**src/rtl/alu_pkg.sv**
```systemverilog
// Shared opcode, mode and flag definitions for the pipelined ALU.
package alu_pkg;

  typedef enum logic [2:0] {
    OP_ADD    = 3'd0,
    OP_OR     = 3'd1,
    OP_SUB    = 3'd2,
    OP_XOR    = 3'd3,
    OP_AND    = 3'd4,
    OP_SHL    = 3'd5,
    OP_SHR    = 3'd6,
    OP_PASS_B = 3'd7
  } alu_op_e;

  localparam logic [1:0] MODE_AB     = 2'd0;
  localparam logic [1:0] MODE_AB_WR  = 2'd1;
  localparam logic [1:0] MODE_ACC_WR = 2'd2;
  localparam logic [1:0] MODE_ACC    = 2'd3;

  localparam int FLAG_C = 0;
  localparam int FLAG_Z = 1;
  localparam int FLAG_N = 2;
  localparam int FLAG_V = 3;

  function automatic logic mode_uses_acc(input logic [1:0] mode);
    return (mode == MODE_ACC_WR) || (mode == MODE_ACC);
  endfunction

  function automatic logic mode_writes_acc(input logic [1:0] mode);
    return (mode == MODE_AB_WR) || (mode == MODE_ACC_WR);
  endfunction

endpackage

```
**src/rtl/alu_core.sv**
```systemverilog
// Combinational ALU datapath: result and {V,N,Z,C} flags, with optional
// unsigned saturation of ADD/SUB.
module alu_core
  import alu_pkg::*;
#(
  parameter int N        = 4,
  parameter bit SATURATE = 1'b0
) (
  input  logic [N-1:0] x,
  input  logic [N-1:0] y,
  input  alu_op_e      op,
  output logic [N-1:0] result,
  output logic [3:0]   flags
);

  localparam logic [N-1:0] SHIFT_LIMIT = N'(N);

  logic [N:0]   sum;
  logic [N:0]   diff;
  logic [N-1:0] raw;
  logic         carry;
  logic         ovf;

  // Compute raw result, carry/borrow and overflow, then apply saturation.
  always_comb begin
    sum    = {1'b0, x} + {1'b0, y};
    diff   = {1'b0, x} - {1'b0, y};
    raw    = '0;
    carry  = 1'b0;
    ovf    = 1'b0;
    result = '0;
    flags  = 4'b0000;

    case (op)
      OP_ADD: begin
        raw   = sum[N-1:0];
        carry = sum[N];
        ovf   = (x[N-1] == y[N-1]) && (sum[N-1] != x[N-1]);
      end
      OP_SUB: begin
        raw   = diff[N-1:0];
        carry = diff[N];
        ovf   = (x[N-1] != y[N-1]) && (diff[N-1] != x[N-1]);
      end
      OP_OR:  raw = x | y;
      OP_XOR: raw = x ^ y;
      OP_AND: raw = x & y;
      OP_SHL: begin
        if (y >= SHIFT_LIMIT) raw = '0;
        else                  raw = x << y;
      end
      OP_SHR: begin
        if (y >= SHIFT_LIMIT) raw = '0;
        else                  raw = x >> y;
      end
      OP_PASS_B: raw = y;
      default:   raw = '0;
    endcase

    // Carry still reports the raw carry/borrow when clamping.
    if (SATURATE && carry && (op == OP_ADD))      result = '1;
    else if (SATURATE && carry && (op == OP_SUB)) result = '0;
    else                                          result = raw;

    flags[FLAG_C] = carry;
    flags[FLAG_Z] = (result == '0);
    flags[FLAG_N] = result[N-1];
    flags[FLAG_V] = ovf;
  end

endmodule

```
**src/rtl/alu_pipe.sv**
```systemverilog
// Registered valid/ready ALU with accumulator: operand muxing, result
// register and accumulator around the combinational alu_core.
module alu_pipe
  import alu_pkg::*;
#(
  parameter int N        = 4,
  parameter bit SATURATE = 1'b0
) (
  input  logic         clk,
  input  logic         rst_n,
  input  logic         in_valid,
  output logic         in_ready,
  input  logic [2:0]   in_op,
  input  logic [1:0]   in_mode,
  input  logic [N-1:0] in_a,
  input  logic [N-1:0] in_b,
  output logic         out_valid,
  input  logic         out_ready,
  output logic [N-1:0] out_result,
  output logic [3:0]   out_flags,
  output logic [N-1:0] acc_out
);

  logic         out_valid_q, out_valid_d;
  logic [N-1:0] result_q,    result_d;
  logic [3:0]   flags_q,     flags_d;
  logic [N-1:0] acc_q,       acc_d;

  logic         accept;
  logic [N-1:0] op_x;
  logic [N-1:0] core_result;
  logic [3:0]   core_flags;

  assign in_ready   = !out_valid_q || out_ready;
  assign out_valid  = out_valid_q;
  assign out_result = result_q;
  assign out_flags  = flags_q;
  assign acc_out    = acc_q;

  alu_core #(
    .N        (N),
    .SATURATE (SATURATE)
  ) u_core (
    .x      (op_x),
    .y      (in_b),
    .op     (alu_op_e'(in_op)),
    .result (core_result),
    .flags  (core_flags)
  );

  // Handshake and next-state selection; result/flags hold when idle.
  always_comb begin
    accept      = in_valid && in_ready;
    op_x        = in_a;
    out_valid_d = out_valid_q;
    result_d    = result_q;
    flags_d     = flags_q;
    acc_d       = acc_q;

    if (mode_uses_acc(in_mode)) op_x = acc_q;
    else                        op_x = in_a;

    if (accept) begin
      out_valid_d = 1'b1;
      result_d    = core_result;
      flags_d     = core_flags;
      if (mode_writes_acc(in_mode)) acc_d = core_result;
      else                          acc_d = acc_q;
    end else if (out_ready) begin
      out_valid_d = 1'b0;
    end else begin
      out_valid_d = out_valid_q;
    end
  end

  // State registers; reset discards any pending result and in-flight op.
  always_ff @(posedge clk) begin
    if (!rst_n) begin
      out_valid_q <= 1'b0;
      result_q    <= '0;
      flags_q     <= 4'b0000;
      acc_q       <= '0;
    end else begin
      out_valid_q <= out_valid_d;
      result_q    <= result_d;
      flags_q     <= flags_d;
      acc_q       <= acc_d;
    end
  end

endmodule

```
**config.mk**
```make
export PLATFORM = sky130hd
export DESIGN_NAME = alu_pipe
export DESIGN_NICKNAME = d
export VERILOG_FILES = /design/src/rtl/alu_pkg.sv /design/src/rtl/alu_core.sv /design/src/rtl/alu_pipe.sv
export SDC_FILE = /design/constraint.sdc
export NUM_CORES = 1
export LEC_CHECK = 0
export CAP_MARGIN = 20
export CORE_MARGIN = 2
export CORE_UTILIZATION = 40
export CTS_BUF_LIST = sky130_fd_sc_hd__clkbuf_16
export CTS_CLUSTER_SIZE = 30
export DETAILED_ROUTE_END_ITERATION = 12
export HOLD_SLACK_MARGIN = 0.15
export PLACE_DENSITY = 0.65
export SETUP_SLACK_MARGIN = 0.02
export SLEW_MARGIN = 20
export SYNTH_ARGS = -nofsm -noshare
export SYNTH_HDL_FRONTEND = slang
export SYNTH_SLANG_ARGS = --single-unit
```
**constraint.sdc**
```tcl
create_clock -name clk -period 3.82 [get_ports clk]
set_clock_uncertainty 0.15 [all_clocks]
set_input_delay 0.764 -clock clk [delete_from_list [all_inputs] [get_ports clk]]
set_output_delay 0.764 -clock clk [all_outputs]
set_load 0.01 [all_outputs]
```
==> key figures, run 1 <==
Timing
  • Setup violators final: 0
  • Worst slew pin tran: 0.502 ns
  • RSZ-0062 raised after global routing: no
  • Setup ws final: 0.151 ns
  • Final hold vios: 0
  • Max-slew headroom: approximately two thirds
  • Pins over their slew limit: 0
  • Tcrit/Tclk final: 96.0%
  • FMAX: 0.273 GHz
  • Final Critical Period: approximately 3.7 ns

Synthesis
  • Syn Std Cell Area: 0.00145 mm2
  • Sequential fraction of the synthesis area: between 10% and 20%
  • Number of synthesized register bits: 12
  • Cell taking the most area after synthesis: dfxtp_1
  • Most common flop cell mapped by yosys: dfxtp_1
  • Syn Area/Cell: between 7 and 8 um2
  • Cells after Synth: 192
  • Share of the synthesized area in the top cell type: 16.5%
  • EDFF count, synth: 0
  • Synth area leaders: dfxtp_1, ha_1, a21oi_1
  • Post-Syn Nets: 225
  • Distinct cells, synth: 49
  • Asr flop ratio synth: 0%
  • Ys Warns: 0

Clock tree
  • Post_cts resized: 0
  • Clk Latency, worst-skew pair: 0.24 ns
  • H-tree levels: 1
  • Clock buffer count from CTS: 3
  • CTS hold repair buffers: 0
  • CTS tree: done
  • Post-CTS Setup Bufs: 0
  • Sink Count: 12
  • Max Buffers Root-to-Sink: 2
  • Clock Tree Root: clkbuf_16
  • Clock transition at path regs: 0.04 ns

Critical path
  • Slowest stage delay, CP: slightly below 0.5 ns
  • Critical path peak fanout: 3
  • R2R setup slack: 1.32 ns
  • Crit path kind: input port to register
  • Cell Chain, Critical Path: clkdlybuf4s50_1 > inv_1 > ha_1 > nor2_1 > mux2_2 > inv_1 > ha_1 > inv_1 > fa_1 > o21ai_0 > o221a_2 > a32oi_2 > nor3_1 > a31o_1
  • Crit path required time: 3.80 ns
  • Worst Setup Start Kind: input port
  • Crit path max-delay cell type: fa_1
  • Endpoint type of the worst setup path: register
  • Critical Path AT: 3.65 ns
  • Top cell by count, worst path: inv_1

Status
  • Outcome: completed

Finish
  • Cell Count, Final, Fillers Out: 282
  • Layout area overhead: 37.4%
  • Commonest non-fill, non-tap cell in the layout: clkdlybuf4s50_1
  • Fillers: 307
  • Final Cell Area: between 0.0015 and 0.002 mm2
  • NumNets Final: 270
  • Layout cell share with drive strength beyond 1: between 15 and 20%
  • Most frequent cells in the layout: clkdlybuf4s50_1, buf_4, nor2_1, inv_1, nand2_1
  • Util after Layout: roughly three fifths
  • Antenna cells: 0

Die
  • Total die area: ~0.0041 mm2
  • Core footprint: 0.00342 mm2
  • Io pins: 31
  • Row count: 21
  • Die width: 64.3 um
  • Die Y: around 64 um
  • Starting Density: between 40 and 50%

Place
  • Number of placed instances, taps included: 278
  • DP Area: 0.00192 mm2
  • DP HPWL: 3370 um
  • IO Port Bufs: 30
  • Placement Setup Slack: -0.0738 ns
  • RePlAce Congestion: 0.921

Detailed routing
  • Pre-antenna DRT Iters: 4
  • Number of vias per cell: 5.44
  • Wl on met1: 1910 um
  • Top routing layer used: met4
  • WL met3: 207 um
  • Total Wirelength: about 4200 um
  • First-iteration detailed-routing DRC count: 101
  • DR DRC count: 0
  • Routed wl met2: 2030 um
  • DR vias: 1535
  • Antenna-violating nets left: 0
  • Wire per inst: 14.8 um

Global route
  • Antenna violations before repair: 0
  • All-Layer GR Usage: 21.5%
  • Number of global-route vias before repair: around 1400
  • Largest net degree at the start of global routing: 17
  • First-pass GRT wire length: about 7000 um
  • Total gr overflow: 0

Job
  • Max-Cap Viols: 0

Power and ir drop
  • P_leak: 0.817 nW
  • Power per cell area: 280 mW/mm2
  • Peak supply drop: 0.193 mV

Worst hold path
  • Hold crit path type: register to register
metal layers:
layer | global-route usage (%) | vias to the layer above
li1 | - | 767
met1 | 28.6 | 715
met2 | 36.1 | 49
met3 | 3.87 | 4
met4 | 5.05 | 0
met5 | 0 | -
synth_stat cells, drive strengths merged (3+ instances only):
cell    number
nor2        18
inv         17
a21oi       16
nand2       16
ha          14
dfxtp       12
o21ai       11
nor3         8
buf          7
nand2b       7
clkbuf       6
nor2b        6
a211oi       4
or3b         4
a221oi       3
and2         3
nand3        3
o211ai       3
per-stage QoR:
stage                     hold WS [ns]  power, mW  setup TNS (ns)
after floorplan                  0.331      0.274               0
after global placement           0.297      0.364          -0.106
after detailed placement         0.301      0.368          -0.205
after CTS                        0.306      0.561               0
after global routing             0.330      0.595               0
final                            0.306      0.560               0
flip-flops by register name, indices dropped and copies added (netlist names):
register    cells
acc_out         4
out_flags       4
out_result      3
out_valid       1
cell families (layout without fill, tap and decap cells):
family | Yosys count | count (layout) | synth area share (%)
flip-flops | 12 | 12 | 16.5
buffers and inverters | 30 | 74 | 8.86
multiplexers | 5 | 5 | 5.25
XOR/XNOR | 4 | 4 | 2.41
AND/OR/NAND/NOR | 72 | 72 | 26.2
adder cells (fa/ha/maj) | 16 | 16 | 14.8
AO/OA/AOI/OAI | 53 | 53 | 26.0
cell type report:
| class | count | area, um2 | share of cell area (%) |
|---|---|---|---|
| sequential | 12 | 240 | 12.0 |
| clock buffer | 3 | 75.1 | 3.76 |
| inverter | 17 | 63.8 | 3.19 |
| tap | 46 | 57.6 | 2.88 |
| timing repair buffer | 53 | 473 | 23.7 |
| multi-input combinational | 150 | 1080 | 54.3 |
| clock inverter | 1 | 3.75 | 0.188 |
critical path: cells and delay by family:
family,cells,cell delay [ns]
muxes,1,0.37
AOI/OAI and AO/OA,4,0.74
adders and majority gates,3,0.86
and+or+nand+nor,2,0.25
buffers and inverters,4,0.67
report_power, final:
| group | internal (mW) | switching, mW |
|---|---|---|
| Combinational | 0.113 | 0.117 |
| Sequential | 0.134 | 0.00571 |
| Clock | 0.138 | 0.0534 |
| Total | 0.385 | 0.176 |
path summary, 6_finish.rpt:
path                      start             to  depth (start not counted)
hold reg to reg   out_result[1]  out_result[1]                          2
setup reg to reg     acc_out[0]   out_flags[1]                         10
setup / recovery     in_mode[0]   out_flags[1]                         14
hold / removal    out_result[1]  out_result[1]                          2
(Power assumes the default switching activity.)
==> run 2: changes to the inputs <==
CORE_MARGIN = 5   (was 2)
==> run 2 against run 1 <==
First-iteration DRC count decreased by 32%. Hold slack about the same. Cell count increased by 0.71%. Combinational power about the same. Routed wire length decreased by 1.9%. Utilization decreased by 2.3 points. Count of clock-buffer cells in the layout unchanged. Sequential share of layout area decreased by 0.075 points. Critical path type unchanged. Largest cell class unchanged.
==> key figures, run 2 (synthesis results as in run 1) <==
Critical path
  • Critical path peak fanout: 3 (unchanged)
  • Worst Reg-to-Reg Cells: 10 (unchanged)
  • Worst Setup Start Kind: input port
  • R2R Path Start: acc_out[0]
  • Critical Path AT: 3.52 ns (-0.13 ns)
  • Crit path from: in_mode[0]
  • R2R setup slack: 1.41 ns (+0.09 ns)
  • Crit path kind: input port to register
  • Crit path required time: 3.80 ns (about the same)
  • Endpoint type of the worst setup path: register
  • Reg2reg end: out_flags[1]

Timing
  • FMAX: 0.282 GHz (+3.6%)
  • Tcrit/Tclk final: 92.7% (-3.3 points)
  • Worst slew pin tran: 0.515 ns (+0.0136 ns)
  • Final Critical Period: 3.54 ns (-0.128 ns)
  • Pins over their slew limit: 0 (unchanged)
  • Setup violators final: 0 (unchanged)
  • Max-slew headroom: 65.5% (-0.91 points)
  • RSZ-0062 raised after global routing: no
  • Setup ws final: 0.279 ns (+0.128 ns)
  • Final hold vios: 0 (unchanged)

Finish
  • Layout area overhead: 38.3%
  • Final Cell Area: 0.00201 mm2 (+0.63%)
  • Most frequent cells in the layout: clkdlybuf4s50_1, buf_4, inv_1, nor2_1, nand2_1
  • Layout cell share with drive strength beyond 1: 17.4% (+1.3 points)
  • Fillers: 363 (+18%)
  • Commonest non-fill, non-tap cell in the layout: clkdlybuf4s50_1
  • Cell Count, Final, Fillers Out: 284 (+0.71%)
  • NumNets Final: 271 (+0.37%)
  • Antenna cells: 0 (unchanged)

Die
  • Starting Density: 40.6% (-1.9 points)
  • Row count: 22 (+4.8%)
  • Die Y: 70.3 um (+9.3%)
  • Total die area: 0.00494 mm2 (+20%)
  • Core footprint: 0.00358 mm2 (+4.8%)
  • Io pins: 31 (unchanged)
  • Die width: 70.3 um (+9.3%)

Global route
  • First-pass GRT wire length: 6980 um (-1.1%)
  • Number of global-route vias before repair: 1464 (+1.1%)
  • Antenna violations before repair: 0 (unchanged)
  • Total gr overflow: 0 (unchanged)
  • Largest net degree at the start of global routing: 17 (unchanged)
  • All-Layer GR Usage: 16.8% (-4.8 points)

Power and ir drop
  • P_leak: 0.818 nW (about the same)
  • Peak supply drop: 0.196 mV (+1.8%)
  • Power per cell area: 276 mW/mm2 (-1.4%)
  • Total power: 556 uW (-0.77%)

Worst hold path
  • Hold crit path type: register to register
  • Hold path endpoint: out_flags[3]
  • Hold_sp: out_flags[3]
  • Worst Hold Depth: 2 (unchanged)

Clock tree
  • Clock transition at path regs: 0.04 ns (about the same)
  • Sink Count: 12 (unchanged)
  • Clock Tree Root: clkbuf_16
  • H-tree levels: 1 (unchanged)
  • Clock buffer count from CTS: 3 (unchanged)
  • CTS tree: done
  • Clk Latency, worst-skew pair: 0.24 ns (about the same)
  • CTS hold repair buffers: 0 (unchanged)
  • Max Buffers Root-to-Sink: 2 (unchanged)

Place
  • DP Area: 0.00193 mm2 (+0.52%)
  • RePlAce Congestion: 0.915 (-0.68%)
  • DP HPWL: 3260 um (-3.0%)
  • Placement Setup Slack: -0.0664 ns (+0.00739 ns)
  • IO Port Bufs: 30 (unchanged)
  • Number of placed instances, taps included: 281 (+1.1%)

Detailed routing
  • DR DRC count: 0 (unchanged)
  • Number of vias per cell: 5.44 (about the same)
  • Pre-antenna DRT Iters: 4 (unchanged)
  • Wire per inst: 14.4 um (-2.6%)
  • DR vias: 1545 (+0.65%)
  • Total Wirelength: 4100 um (-1.9%)
  • First-iteration detailed-routing DRC count: 69 (-32%)
  • Antenna-violating nets left: 0 (unchanged)

Status
  • Outcome: completed

Job
  • Max-Cap Viols: 0 (unchanged)
==> run 2: changes by cell type in the layout (fill, tap and decap cells not counted), sizes merged <==
cell	change
clkinv	-1
buf	+1
==> run 2: worst max-delay path, stage by stage <==
cell	delay [ns]
clkdlybuf4s50_1	0.48
inv_1	0.05
ha_1	0.21
nor2_2	0.13
mux2_2	0.36
inv_1	0.07
ha_1	0.16
inv_1	0.05
fa_1	0.48
o21ai_0	0.07
o221a_2	0.15
a32oi_2	0.22
nor3_1	0.08
a31o_1	0.23
==> run 2: area by class of cell <==
class | count | area, um2 | share of cell area, %
Multi-Input combinational cell | 150 | 1090 | 54.3
Timing Repair Buffer | 54 | 480 | 23.9
Sequential cell | 12 | 240 | 11.9
Clock buffer | 3 | 75.1 | 3.73
Inverter | 17 | 63.8 | 3.17
Tap cell | 48 | 60.1 | 2.99
==> run 2: power breakdown <==
| group | total (mW) | switching [mW] | internal (mW) |
|---|---|---|---|
| clock network | 0.185 | 0.0489 | 0.136 |
| logic | 0.231 | 0.115 | 0.116 |
| registers | 0.140 | 0.00606 | 0.134 |
==> run 2: stage by stage <==
step	hold WS [ns]	util, %	setup TNS, ns
2_1_floorplan	0.331	-	0
3_3_place_gp	0.298	53.9	0
3_5_place_dp	0.305	53.9	-0.172
4_1_cts	0.311	56.0	0
5_1_grt	0.333	56.2	0
6_report	0.306	56.2	0
==> run 2: metal layers <==
layer | wire length [um] | up-vias | GRT usage (%)
met3 | 280 | 2 | 3.45
met4 | 3 | 0 | 1.28
met2 | 2080 | 48 | 29.5
met5 | 0 | - | 0
li1 | - | 765 | -
met1 | 1740 | 730 | 21.8
==> run 2: timing repair <==
item / 4_1_cts / 5_1_grt
resized for setup: 0 / 3
endpoints found under the setup margin: 0 / 5
buffers inserted: 0 / 0
==> run 2: worst max path at each step <==
| stage | slack (ns) | end |
|---|---|---|
| 6_report | 0.28 | out_flags[1] |
| 5_1_grt | 0.04 | acc_out[2] |
| 4_1_cts | 0.15 | out_result[2] |
| 3_5_place_dp | -0.07 | out_result[2] |
| 3_3_place_gp | 0.03 | out_flags[1] |
| 2_1_floorplan | 0.47 | out_flags[1] |
==> run 3: changes to the inputs <==
--- a/config.mk
+++ b/config.mk
@@ -16,3 +16,3 @@
 export SETUP_SLACK_MARGIN = 0.02
-export SLEW_MARGIN = 20
+export SLEW_MARGIN = 5
 export SYNTH_ARGS = -nofsm -noshare
--- a/constraint.sdc
+++ b/constraint.sdc
@@ -4,2 +4,2 @@
 set_output_delay 0.764 -clock clk [all_outputs]
-set_load 0.01 [all_outputs]
+set_load 0.02 [all_outputs]
==> results of run 3 <==
Same layout as run 2 (identical final DEF). Status: completed.
Among the figures that moved: total power 0.556 mW -> 0.563 mW
